File: config.mk
export PLATFORM = sky130hd
export DESIGN_NAME = mem_arbiter_flat
export DESIGN_NICKNAME = d
export VERILOG_FILES = /design/src/rtl/mem_arbiter_if.sv /design/src/rtl/mem_arbiter.sv /design/src/flat_wrapper.sv
export SDC_FILE = /design/constraint.sdc
export NUM_CORES = 1
export LEC_CHECK = 0
export CORE_MARGIN = 5
export CORE_UTILIZATION = 23
export DETAILED_ROUTE_END_ITERATION = 7
export PLACE_DENSITY = 0.95
export SKIP_LAST_GASP = 1
export SLEW_MARGIN = 10
export SYNTH_ARGS = -nofsm -noshare
export SYNTH_HDL_FRONTEND = slang
export SYNTH_SLANG_ARGS = --single-unit
File: constraint.sdc
create_clock -name clk -period 3.12 [get_ports clk]
set_clock_uncertainty 0.05 [all_clocks]
set_input_delay 0.312 -clock clk [delete_from_list [all_inputs] [get_ports clk]]
set_output_delay 0.312 -clock clk [all_outputs]
set_load 0.03 [all_outputs]
File: src/rtl/mem_arbiter_if.sv
// Request/grant/read-return bundle between the CPU and VGA requesters, the arbiter
// and the shared single-port memory.
interface mem_arbiter_if;
  // Handshake: a requester holds req/addr (and write/wdata) until it sees gnt high in
  // the same cycle; a granted read returns rdata qualified by rvalid exactly one cycle
  // after the grant. Requests that are not granted are neither dropped nor queued.
  logic        cpu_req;
  logic [15:0] cpu_addr;
  logic        cpu_write;
  logic [15:0] cpu_wdata;
  logic        cpu_gnt;
  logic        cpu_rvalid;
  logic [15:0] cpu_rdata;

  logic        vga_req;
  logic [15:0] vga_addr;
  logic        vga_gnt;
  logic        vga_rvalid;
  logic [15:0] vga_rdata;

  logic [15:0] mem_addr;
  logic        mem_write;
  logic [15:0] mem_wdata;
  logic [15:0] mem_rdata;

  modport slave (
    input  cpu_req, cpu_addr, cpu_write, cpu_wdata, vga_req, vga_addr, mem_rdata,
    output cpu_gnt, cpu_rvalid, cpu_rdata, vga_gnt, vga_rvalid, vga_rdata,
           mem_addr, mem_write, mem_wdata
  );

  modport master (
    output cpu_req, cpu_addr, cpu_write, cpu_wdata, vga_req, vga_addr, mem_rdata,
    input  cpu_gnt, cpu_rvalid, cpu_rdata, vga_gnt, vga_rvalid, vga_rdata,
           mem_addr, mem_write, mem_wdata
  );
endinterface

File: src/rtl/mem_arbiter.sv
// Two-port arbiter for a shared single-port memory: VGA is favoured, but the CPU
// wins after MAX_BURST consecutive contended VGA grants. Reads return one cycle later.
module mem_arbiter #(
  parameter int unsigned MAX_BURST = 8
) (
  input  logic              clk,
  input  logic              rst,
  mem_arbiter_if.slave      bus,
  output logic [3:0]        dbg_streak,
  output logic [1:0]        dbg_tag
);

  typedef enum logic [1:0] {
    TAG_NONE = 2'd0,
    TAG_CPU  = 2'd1,
    TAG_VGA  = 2'd2
  } tag_t;

  localparam logic [3:0] BURST_LIMIT = 4'(MAX_BURST);

  logic [3:0] streak;
  tag_t       tag;
  logic       contended;
  logic       cpu_win;
  logic       vga_win;

  assign contended = bus.cpu_req && bus.vga_req;

  // Grants are forced low while reset is held so no write can slip through.
  always_comb begin
    cpu_win = 1'b0;
    vga_win = 1'b0;
    if (!rst) begin
      if (contended) begin
        if (streak < BURST_LIMIT) vga_win = 1'b1;
        else                      cpu_win = 1'b1;
      end else begin
        cpu_win = bus.cpu_req;
        vga_win = bus.vga_req;
      end
    end
  end

  // Streak only grows while both contend and VGA keeps winning, so it can reach
  // BURST_LIMIT but never pass it.
  always_ff @(posedge clk or posedge rst) begin
    if (rst) begin
      streak <= 4'd0;
      tag    <= TAG_NONE;
    end else begin
      if (contended && vga_win) streak <= streak + 4'd1;
      else                      streak <= 4'd0;

      if (vga_win)                         tag <= TAG_VGA;
      else if (cpu_win && !bus.cpu_write)  tag <= TAG_CPU;
      else                                 tag <= TAG_NONE;
    end
  end

  assign bus.cpu_gnt    = cpu_win;
  assign bus.vga_gnt    = vga_win;
  assign bus.mem_addr   = vga_win ? bus.vga_addr : bus.cpu_addr;
  assign bus.mem_write  = cpu_win && bus.cpu_write;
  assign bus.mem_wdata  = bus.cpu_wdata;

  assign bus.cpu_rvalid = (tag == TAG_CPU);
  assign bus.vga_rvalid = (tag == TAG_VGA);
  assign bus.cpu_rdata  = bus.mem_rdata;
  assign bus.vga_rdata  = bus.mem_rdata;

  assign dbg_streak = streak;
  assign dbg_tag    = tag;

endmodule

File: src/flat_wrapper.sv
// flat-port wrapper written by rule: the top's interface ports become plain ports
module mem_arbiter_flat 
#(
  parameter int unsigned MAX_BURST = 8
)
  (clk, rst, dbg_streak, dbg_tag, bus_cpu_req, bus_cpu_addr, bus_cpu_write, bus_cpu_wdata, bus_vga_req, bus_vga_addr, bus_mem_rdata, bus_cpu_gnt, bus_cpu_rvalid, bus_cpu_rdata, bus_vga_gnt, bus_vga_rvalid, bus_vga_rdata, bus_mem_addr, bus_mem_write, bus_mem_wdata);
  mem_arbiter_if bus_i ();
  input  logic clk;
  input  logic rst;
  output logic [3:0] dbg_streak;
  output logic [1:0] dbg_tag;
  input wire logic [$bits(bus_i.cpu_req)-1:0] bus_cpu_req;
  input wire logic [$bits(bus_i.cpu_addr)-1:0] bus_cpu_addr;
  input wire logic [$bits(bus_i.cpu_write)-1:0] bus_cpu_write;
  input wire logic [$bits(bus_i.cpu_wdata)-1:0] bus_cpu_wdata;
  input wire logic [$bits(bus_i.vga_req)-1:0] bus_vga_req;
  input wire logic [$bits(bus_i.vga_addr)-1:0] bus_vga_addr;
  input wire logic [$bits(bus_i.mem_rdata)-1:0] bus_mem_rdata;
  output wire logic [$bits(bus_i.cpu_gnt)-1:0] bus_cpu_gnt;
  output wire logic [$bits(bus_i.cpu_rvalid)-1:0] bus_cpu_rvalid;
  output wire logic [$bits(bus_i.cpu_rdata)-1:0] bus_cpu_rdata;
  output wire logic [$bits(bus_i.vga_gnt)-1:0] bus_vga_gnt;
  output wire logic [$bits(bus_i.vga_rvalid)-1:0] bus_vga_rvalid;
  output wire logic [$bits(bus_i.vga_rdata)-1:0] bus_vga_rdata;
  output wire logic [$bits(bus_i.mem_addr)-1:0] bus_mem_addr;
  output wire logic [$bits(bus_i.mem_write)-1:0] bus_mem_write;
  output wire logic [$bits(bus_i.mem_wdata)-1:0] bus_mem_wdata;
  assign bus_i.cpu_req = bus_cpu_req;
  assign bus_i.cpu_addr = bus_cpu_addr;
  assign bus_i.cpu_write = bus_cpu_write;
  assign bus_i.cpu_wdata = bus_cpu_wdata;
  assign bus_i.vga_req = bus_vga_req;
  assign bus_i.vga_addr = bus_vga_addr;
  assign bus_i.mem_rdata = bus_mem_rdata;
  assign bus_cpu_gnt = bus_i.cpu_gnt;
  assign bus_cpu_rvalid = bus_i.cpu_rvalid;
  assign bus_cpu_rdata = bus_i.cpu_rdata;
  assign bus_vga_gnt = bus_i.vga_gnt;
  assign bus_vga_rvalid = bus_i.vga_rvalid;
  assign bus_vga_rdata = bus_i.vga_rdata;
  assign bus_mem_addr = bus_i.mem_addr;
  assign bus_mem_write = bus_i.mem_write;
  assign bus_mem_wdata = bus_i.mem_wdata;
  mem_arbiter #(.MAX_BURST(MAX_BURST)) u_core (.clk(clk), .rst(rst), .bus(bus_i), .dbg_streak(dbg_streak), .dbg_tag(dbg_tag));
endmodule
# After elaboration in Yosys (flattened, before gate mapping)
# Cells that the tools add are included.
dict set report word_totals {
  out_inout_bits 75
  wordCells 21
  regBits 6
  input_bits 69
}
dict set report classes {
  n_eq_ne 2
  order_cmp 1
  addsub 1
  n_mux 10
  n_reduce_logical 5
}
# cell n
set ops {}
lappend ops {{$mux 16} 1}
lappend ops {{$mux 1} 7}
lappend ops {{$add 4x1->4 const B} 1}
lappend ops {{$logic_and 1x1->1} 4}
lappend ops {{$lt 4x4->1 const B} 1}
lappend ops {{$mux 4} 1}
lappend ops {{$eq 2x1->1 const B} 1}
lappend ops {{$eq 2x2->1 const B} 1}
lappend ops {{$mux 2} 1}
lappend ops {{$logic_not 1->1} 1}

# Logic depth before layout (Yosys ltp)
# Gate-level depths: netlist of the first run.
dict set report depth {
  depth_word 7
  ltp_mapped 5
  ltp_nobuf 3
}

# Worst setup path before layout of the first run
# OpenSTA, ideal clock, no wires.
dict set report synth_timing {
  path_kind {register to output}
  start {reg u_core.streak[3] (netlist: u_core.dbg_streak[3])}
  end {out bus_mem_write}
  path_stages_with_launch 4
  required_time_ns 2.758
  arrival_ns 1.833
  path_buffers 0
  slack_ns 0.925
  cell_sequence {dfrtp_1 -> nor2b_1 -> nor3b_1 -> and2_1}
}
dict set report synth_via {
  elab_chain_cells 5
}
# element line
set synth_rtl {}
lappend synth_rtl {{from (decl)} mem_arbiter.sv:21} ;# logic [3:0] streak;
lappend synth_rtl {{from (signal assigned)} mem_arbiter.sv:51} ;# if (contended && vga_win) streak <= streak + 4'd1;
lappend synth_rtl {{$lt 4x4->1} mem_arbiter.sv:35} ;# if (streak < BURST_LIMIT) vga_win = 1'b1;
lappend synth_rtl {{$mux 1} mem_arbiter.sv:35}
lappend synth_rtl {{$mux 1} mem_arbiter.sv:34} ;# if (contended) begin
lappend synth_rtl {{$mux 1} mem_arbiter.sv:33} ;# if (!rst) begin
lappend synth_rtl {{net bus_cpu_gnt} flat_wrapper.sv:19} ;# output wire logic [$bits(bus_i.cpu_gnt)-1:0] bus_cpu_gnt;
lappend synth_rtl {{$logic_and 1x1->1} mem_arbiter.sv:63} ;# assign bus.mem_write = cpu_win && bus.cpu_write;
lappend synth_rtl {{to (decl)} flat_wrapper.sv:26} ;# output wire logic [$bits(bus_i.mem_write)-1:0] bus_mem_write;
# The timed path passes the listed nets, and every way through them passes these cells.

# Final worst setup path of the first run
dict set report layout_timing {
  start {in rst}
  end {out bus_mem_addr[13]}
}
dict set report layout_via {
  elab_chain_cells 2
}
# element line
set layout_rtl {}
lappend layout_rtl {{from (decl)} flat_wrapper.sv:9} ;# input logic rst;
lappend layout_rtl {{$mux 1} mem_arbiter.sv:33}
lappend layout_rtl {{$mux 16} mem_arbiter.sv:62} ;# assign bus.mem_addr = vga_win ? bus.vga_addr : bus.cpu_addr;
lappend layout_rtl {{to (decl)} flat_wrapper.sv:25} ;# output wire logic [$bits(bus_i.mem_addr)-1:0] bus_mem_addr;
# No other way between the ends.

==> impl_metrics.env, run 1 <==
export IMPL_vias=602
export IMPL_clock_sinks=6
export IMPL_avgSynthCellArea_um2=9.593
export IMPL_crit_required_ps=2760
export IMPL_synthToLayoutAreaGrowth_pct=39.42
export IMPL_switchingPower_uw=101.9
export IMPL_cts_tree="yes"
export IMPL_netlist_instances=90
export IMPL_port_buffers=63
export IMPL_numCtsBuffers=3
export IMPL_die_area_um2=5079
export IMPL_final_layout_size_suffix_gt1_share_pct=19.81
export IMPL_syn_nets=160
export IMPL_cts_hold_buffers=0
export IMPL_drc=0
export IMPL_synth_seq_cells=6
export IMPL_status="completed"
export IMPL_core_area_um2=3661
export IMPL_antenna_found_initial=0
export IMPL_seq_area_frac_synth_pct=17.39
export IMPL_die_w_um=71.27
export IMPL_post_cts_buffers=0
export IMPL_clk_insertion_delay_late_ps=220
export IMPL_h_tree_depth=1
export IMPL_finalSetupTns_ps=0
export IMPL_postCtsResizedCells=0
export IMPL_placed_cell_area_um2=1162
export IMPL_nFillCells=376
export IMPL_finalCritPeriodShare_pct=84.34
export IMPL_ant_nets=0
export IMPL_p_per_area_nw_per_um2=298.7
export IMPL_nets=178
export IMPL_seqPwrFrac_pct=22.8
export IMPL_grt_pass1_wl_mm=3.036
export IMPL_vias_per_cell=3.909
export IMPL_maxCapViolCount=0
export IMPL_fin_crit_ps=2631
export IMPL_peakVddDrop_uv=204.3
export IMPL_drt_wl_total_mm=2.036
export IMPL_ios=144
export IMPL_fin_util_pct=32.88
export IMPL_hold_violations=0
export IMPL_gr_total_overflow=0
export IMPL_pwr_share_clk_pct=31.5
export IMPL_place_detailed_hpwl_mm=1.795
export IMPL_antenna_cells=0
export IMPL_p_sw_share_pct=28.33
export IMPL_cts_root_buf="clkbuf_8"
export IMPL_slew_violations=0
export IMPL_max_slew_margin_rel_pct=78.60
export IMPL_fmax_mhz=380.0
export IMPL_cp_arrival_ps=2270
export IMPL_clk_pin_slew_ps=30
export IMPL_drt_iter0_drc=5
export IMPL_tightest_slew_ps=320.1
export IMPL_p_int_uw=257.7
export IMPL_leakage_nw=0.4832
export IMPL_gp_congestion=0.7712
export IMPL_total_power_uw=359.5
export IMPL_grt_pass1_vias=688
export IMPL_rows=22
export IMPL_pwr_share_comb_pct=45.7
export IMPL_hold_path_class="primary input to async pin"
export IMPL_dp_cells=151
export IMPL_rsz0062_at_grt="false"
export IMPL_final_area_um2=1204
export IMPL_synth_area_um2=863.3
export IMPL_clock_path_buffers=2
export IMPL_synth_warnings=0
export IMPL_wl_per_cell_um=13.22
export IMPL_synth_cell_types=17
export IMPL_grtUsageTotal_pct=7.294
export IMPL_fin_cells=154
export IMPL_start_util_pct=23.58
export IMPL_grt_max_degree=19
export IMPL_cp_end_kind="output pin"
export IMPL_startpoint_type="primary input"
export IMPL_finalSetupViolCount=0
export IMPL_worstPathMaxFanout=18
export IMPL_crit_type="primary input to output pin"
export IMPL_die_y_um=71.27
export IMPL_firstDrtPassIters=4
==> placed cells by master (no fill, tap or decap) <==
master            n
dfrtp_1           6
nor2_1            4
xnor2_1           1
mux2_4            9
clkdlybuf4s50_1  63
ha_1              1
inv_2             1
nor3b_1           1
and2_1            1
nand2_1           1
mux2_2            7
nand3_1           2
and3_4            1
nor2b_1           4
inv_1             1
clkbuf_8          3
==> power groups by stage <==
stage                     clock network (mW)  registers [mW]  logic, mW
final                                  0.113          0.0819      0.164
after CTS                              0.116          0.0819      0.167
after global routing                   0.119          0.0822      0.172
after floorplan                            0          0.0854      0.194
after detailed placement                   0          0.0829      0.166
after global placement                     0          0.0827      0.164
==> through the flow <==
step | worst slack, ps | hold WS, ps
floorplan | 924.6 | 29.20
global placement | 497.9 | 425.9
CTS | 460.7 | 278.9
finish | 488.7 | 276.2
global route | 395.4 | 293.1
detailed placement | 459.7 | 471.7
==> flip-flops by register name, summed over array words and instances (netlist names) <==
signal,cells
u_core.dbg_tag,2
u_core.dbg_streak,4
==> critical path, cell delays in order <==
cell and delay (ps):
clkdlybuf4s50_1 430, inv_2 150, and3_4 390, mux2_2 370
clkdlybuf4s50_1 600
==> cell type report <==
class / instances / area, µm² / share of cell area [%]
timing repair buffer: 63 / 630.6 / 52.39
multi-input combinational: 32 / 314.1 / 26.09
sequential: 6 / 150.1 / 12.47
tap: 48 / 60.06 / 4.990
clock buffer: 3 / 41.29 / 3.430
inverter: 2 / 7.507 / 0.6237
==> layer usage <==
layer	GRT usage [%]	share of wire [%]	wire length, µm
met1	6.841	32	645
met2	13.06	53	1081
met3	2.525	11	231
met4	5.219	3.8	78
met5	0	0	0
==> synthesized netlist by cell type <==
library cell  number  share of area, %
buf_4             48                42
mux2_4             9                16
mux2_2             7               9.1
dfrtp_1            6                17
nor2_1             4               1.7
nor2b_1            4               2.9
nand3_1            2               1.2
and2_1             1              0.73
and3_4             1               1.3
buf_12             1               2.3
buf_6              1               1.3
ha_1               1               1.4
inv_1              1              0.43
inv_2              1              0.43
nand2_1            1              0.43
nor3b_1            1              0.87
xnor2_1            1               1.0
==> kinds of logic after synthesis <==
group / share of synthesized area, %
xor gates and xnor gates: 1.015
adders and majority gates: 1.449
DFF: 17.39
muxes: 24.78
and+or+nand+nor: 9.130
buffers and inverters: 46.23
==> path summary, 6_finish.rpt <==
| path | from | end | slack (ps) | depth (start not counted) |
|---|---|---|---|---|
| worst max register to register | u_core.dbg_streak[3] | u_core.dbg_tag[0] | 2060 | 3 |
| max in group asynchronous | rst | u_core.dbg_streak[3] | 2590 | 2 |
| worst max-delay path | rst | bus_mem_addr[13] | 490 | 5 |
| min in group clk | u_core.dbg_streak[0] | u_core.dbg_streak[0] | 470 | 1 |
| worst min-delay path | rst | u_core.dbg_streak[2] | 280 | 2 |
| worst min register to register | u_core.dbg_streak[0] | u_core.dbg_streak[0] | 470 | 1 |
Note: power is estimated with default switching activity, not from simulation.
==> run 2, diff against run 1 <==
Settings changed: CORE_UTILIZATION 23 to 22, PLACE_DENSITY 0.95 to 0.92.
Clock period 3.12 ns to 2.55 ns, I/O delays scaled along.
==> run 2 against run 1 <==
Against the previous run:
- total power increased by 24%
- critical endpoint is now bus_mem_addr[9]
- register-to-register slack got worse by 550 ps
- global-route usage increased by 0.17 points
- critical path depth unchanged
==> impl_metrics.env, run 2 (synthesis results as in run 1) <==
export IMPL_status="completed"
export IMPL_tightest_slew_ps=336.6
export IMPL_start_util_pct=23.06
export IMPL_synthToLayoutAreaGrowth_pct=40.29
export IMPL_clk_pin_slew_ps=40
export IMPL_place_ws_ps=104.3
export IMPL_ios=144
export IMPL_rsz0062_at_grt="false"
export IMPL_antenna_cells=0
export IMPL_fmax_mhz=411.0
export IMPL_core_area_um2=3744
export IMPL_h_tree_depth=1
export IMPL_total_power_uw=445.5
export IMPL_final_layout_size_suffix_gt1_share_pct=20.56
export IMPL_gr_total_overflow=0
export IMPL_crit_required_ps=2250
export IMPL_hold_violations=0
export IMPL_antenna_found_initial=0
export IMPL_largest_register_ffs=4
export IMPL_path_buf_inv=2
export IMPL_grt_max_degree=19
export IMPL_grt_pass1_vias=695
export IMPL_cts_hold_buffers=0
export IMPL_critPathMostFrequentCell="clkdlybuf4s50_1"
export IMPL_clk_insertion_delay_late_ps=220
export IMPL_layout_setup_ws_ps=116.8
export IMPL_wl_per_cell_um=13.68
export IMPL_drc=0
export IMPL_grtUsageTotal_pct=7.467
export IMPL_cp_end_kind="output pin"
export IMPL_hold_path_class="primary input to async pin"
export IMPL_gp_congestion=0.7152
export IMPL_cts_root_buf="clkbuf_8"
export IMPL_finalSetupViolCount=0
export IMPL_die_y_um=72.65
export IMPL_vias=612
export IMPL_grt_pass1_wl_mm=3.036
export IMPL_holdWs_ps=302.9
export IMPL_path_cells="clkdlybuf4s50_1, nand2_1, and3_4, mux2_2, clkdlybuf4s50_1"
export IMPL_drt_wl_total_mm=2.121
export IMPL_rows=22
export IMPL_ant_nets=0
export IMPL_firstDrtPassIters=2
export IMPL_finalSetupTns_ps=0
export IMPL_drt_iter0_drc=3
export IMPL_nets=179
export IMPL_slew_violations=0
export IMPL_finalCritPeriodShare_pct=95.42
export IMPL_clock_sinks=6
export IMPL_cp_arrival_ps=2130
export IMPL_startpoint="bus_cpu_req"
export IMPL_post_cts_buffers=0
export IMPL_port_buffers=63
export IMPL_crit_path_top_delay_cell="clkdlybuf4s50_1"
export IMPL_worst_path_largest_cell_delay_ps=600
export IMPL_postCtsResizedCells=0
export IMPL_peakVddDrop_uv=246.9
export IMPL_worstPathMaxFanout=18
export IMPL_clock_path_buffers=2
export IMPL_fin_crit_ps=2433
export IMPL_leakage_nw=0.4880
export IMPL_cts_tree="yes"
export IMPL_numCtsBuffers=3
export IMPL_maxCapViolCount=0
export IMPL_max_slew_margin_rel_pct=77.49
export IMPL_crit_family="buffers and inverters"
export IMPL_startpoint_type="primary input"
export IMPL_nFillCells=402
export IMPL_place_detailed_hpwl_mm=1.790
export IMPL_timing_rr_start="u_core.dbg_streak[3]"
export IMPL_vias_per_cell=3.948
export IMPL_final_cell_mix="63 x clkdlybuf4s50_1, 9 x mux2_4, 7 x mux2_2"
export IMPL_crit_type="primary input to output pin"
export IMPL_final_common_cell="clkdlybuf4s50_1"
export IMPL_die_w_um=72.65
export IMPL_die_area_um2=5277
export IMPL_p_per_area_nw_per_um2=367.9
-- run 2: where the power goes --
part	leakage, nW	switching, mW	internal, mW
Clock	0.0216	0.0419	0.101
Combinational	0.384	0.0850	0.117
Sequential	0.0820	0.00217	0.0978
-- run 2: metrics by stage --
stage,util (%),instance area [µm²],std cells
final,32.35,1211,155
after global routing,32.35,1211,155
after CTS,32.35,1211,155
after detailed placement,31.25,1170,152
after global placement,31.25,1170,152
after floorplan,-,863.3,90
-- run 2: layer usage --
| metal | track usage [%] | wire (µm) | vias up |
|---|---|---|---|
| li1 | - | - | 274 |
| met1 | 7.267 | 723 | 267 |
| met5 | 0 | 0 | - |
| met3 | 3.168 | 310 | 22 |
| met4 | 6.148 | 121 | 0 |
| met2 | 12.22 | 967 | 49 |
-- run 2: worst paths after layout --
| kind | endpoint | slack, ps | cells after the start |
|---|---|---|---|
| setup reg to reg | u_core.dbg_tag[0] | 1510 | 3 |
| max in group asynchronous | u_core.dbg_streak[0] | 2030 | 3 |
| hold reg to reg | u_core.dbg_streak[0] | 450 | 1 |
| hold / removal | u_core.dbg_tag[0] | 300 | 3 |
| min in group clk | u_core.dbg_streak[0] | 450 | 1 |
| setup / recovery | bus_mem_addr[9] | 120 | 5 |
-- run 2: final cells by class --
cell class / instances / area [µm²] / area share, %
repair buffers: 64 / 638.1 / 52.69
multi-input cells: 32 / 314.1 / 25.93
flip-flops and latches: 6 / 150.1 / 12.40
well taps: 48 / 60.06 / 4.959
clock buffers: 3 / 41.29 / 3.409
inverters: 2 / 7.507 / 0.6198
-- run 2: worst min-delay path, stage by stage --
cell	delay [ps]
clkdlybuf4s50_1	430
inv_2	70
buf_4	150
==> run 3, diff against run 2 <==
--- a/config.mk
+++ b/config.mk
@@ -6,5 +6,5 @@
 export NUM_CORES = 1
 export LEC_CHECK = 0
-export CORE_MARGIN = 5
+export CORE_MARGIN = 4
 export CORE_UTILIZATION = 22
 export DETAILED_ROUTE_END_ITERATION = 7
--- a/constraint.sdc
+++ b/constraint.sdc
@@ -3,3 +3,3 @@
 set_input_delay 0.255 -clock clk [delete_from_list [all_inputs] [get_ports clk]]
 set_output_delay 0.255 -clock clk [all_outputs]
-set_load 0.03 [all_outputs]
+set_load 0.005 [all_outputs]
==> run 3 against run 2 <==
Against the previous run:
- clock power down 3%
- via count down 0.65%
- critical path type unchanged
- critical path depth unchanged
- largest cell class unchanged
==> impl_metrics.env, run 3 (synthesis results as in run 1) <==
export IMPL_status="completed"
export IMPL_rr_worst_depth=3
export IMPL_cts_tree="yes"
export IMPL_largest_register_ffs=4
export IMPL_final_common_cell="clkdlybuf4s50_1"
export IMPL_holdWs_ps=311.9
export IMPL_cp_end_kind="output pin"
export IMPL_grt_max_degree=19
export IMPL_crit_required_ps=2250
export IMPL_clk_insertion_delay_late_ps=220
export IMPL_nets=179
export IMPL_start_util_pct=23.23
export IMPL_startpoint_type="primary input"
export IMPL_cts_root_buf="clkbuf_8"
export IMPL_antenna_cells=0
export IMPL_dp_cells=152
export IMPL_vias=608
export IMPL_tightest_slew_ps=366.2
export IMPL_slew_violations=0
export IMPL_peakVddDrop_uv=254.5
export IMPL_multi_input_area_um2=314.1
export IMPL_cts_hold_buffers=0
export IMPL_synthToLayoutAreaGrowth_pct=40.29
export IMPL_finalSetupTns_ps=0
export IMPL_h_tree_depth=1
export IMPL_antenna_found_initial=0
export IMPL_clock_sinks=6
export IMPL_finalCritPeriodShare_pct=89.11
export IMPL_gp_congestion=0.6787
export IMPL_fmax_mhz=440.1
export IMPL_rsz0062_at_grt="false"
export IMPL_maxCapViolCount=0
export IMPL_worstPathMaxFanout=18
export IMPL_leakage_nw=0.4880
export IMPL_drt_iter0_drc=1
export IMPL_place_detailed_hpwl_mm=1.696
export IMPL_fin_util_pct=32.59
export IMPL_grtUsageMet1_pct=6.735
export IMPL_finalSetupViolCount=0
export IMPL_fin_crit_ps=2272
export IMPL_rows=22
export IMPL_grtUsageTotal_pct=7.492
export IMPL_drt_wl_total_mm=2.006
export IMPL_crit_type="primary input to output pin"
export IMPL_grt_pass1_vias=661
export IMPL_numCtsBuffers=3
export IMPL_clk_pin_slew_ps=30
export IMPL_hold_violations=0
export IMPL_drc=0
export IMPL_core_area_um2=3716
export IMPL_clock_path_buffers=2
export IMPL_hold_path_class="primary input to async pin"
export IMPL_postCtsResizedCells=0
export IMPL_p_per_area_nw_per_um2=323.6
export IMPL_grt_pass1_wl_mm=2.973
export IMPL_cp_arrival_ps=1970
export IMPL_vias_per_cell=3.923
export IMPL_nFillCells=407
export IMPL_fin_cells=155
export IMPL_grtUsageMet2_pct=12.58
export IMPL_regArea_um2=150.1
export IMPL_die_area_um2=4991
export IMPL_final_layout_size_suffix_gt1_share_pct=20.56
export IMPL_gr_total_overflow=0
export IMPL_port_buffers=63
export IMPL_max_slew_margin_rel_pct=75.54
export IMPL_post_cts_buffers=0
export IMPL_final_cell_mix="63 x clkdlybuf4s50_1, 9 x mux2_4, 7 x mux2_2"
export IMPL_ant_nets=0
export IMPL_die_w_um=70.65
export IMPL_met3_usage_pct=4.403
export IMPL_busiest_layer="met2"
export IMPL_ios=144
export IMPL_wl_per_cell_um=12.94
export IMPL_firstDrtPassIters=2
export IMPL_die_y_um=70.65
[run 3: worst max-delay path, stage by stage]
cell	delay, ps
clkdlybuf4s50_1	440
inv_2	70
and3_4	370
mux2_2	380
clkdlybuf4s50_1	450
[run 3: routing by layer]
layer / routed length (µm) / up-vias
li1: - / 274
met1: 639 / 269
met2: 946 / 45
met3: 322 / 20
met4: 97 / 0
met5: 0 / -
[run 3: stage by stage]
step | power (mW) | setup slack, ps | cell area, µm²
after floorplan | 0.2123 | 1061 | 863.3
after global placement | 0.2542 | 261.8 | 1170
after detailed placement | 0.2567 | 248.4 | 1170
after CTS | 0.4023 | 244.7 | 1211
after global routing | 0.4173 | 205.2 | 1211
final | 0.3920 | 277.6 | 1211
[run 3: final cells by class]
| class | count | share of cell area (%) |
|---|---|---|
| flip-flops and latches | 6 | 12.40 |
| clock buffers | 3 | 3.409 |
| well taps | 48 | 4.959 |
| multi-input cells | 32 | 25.93 |
| inverters | 2 | 0.6198 |
| repair buffers | 64 | 52.69 |
[run 3: worst paths after layout]
| path | from | to | slack (ps) |
|---|---|---|---|
| worst max-delay path | rst | bus_mem_addr[10] | 280 |
| worst min-delay path | rst | u_core.dbg_streak[1] | 310 |
| worst max register to register | u_core.dbg_streak[3] | u_core.dbg_tag[0] | 1460 |
| worst min register to register | u_core.dbg_streak[0] | u_core.dbg_streak[0] | 440 |
| max in group asynchronous | rst | u_core.dbg_tag[0] | 2020 |
| min in group clk | u_core.dbg_streak[0] | u_core.dbg_streak[0] | 440 |
[run 3: power by group]
part | switching (mW) | internal (mW) | total, mW
registers | 0.00187 | 0.0979 | 0.0997
logic | 0.0363 | 0.117 | 0.153
clock network | 0.0381 | 0.101 | 0.139
total | 0.0763 | 0.316 | 0.392
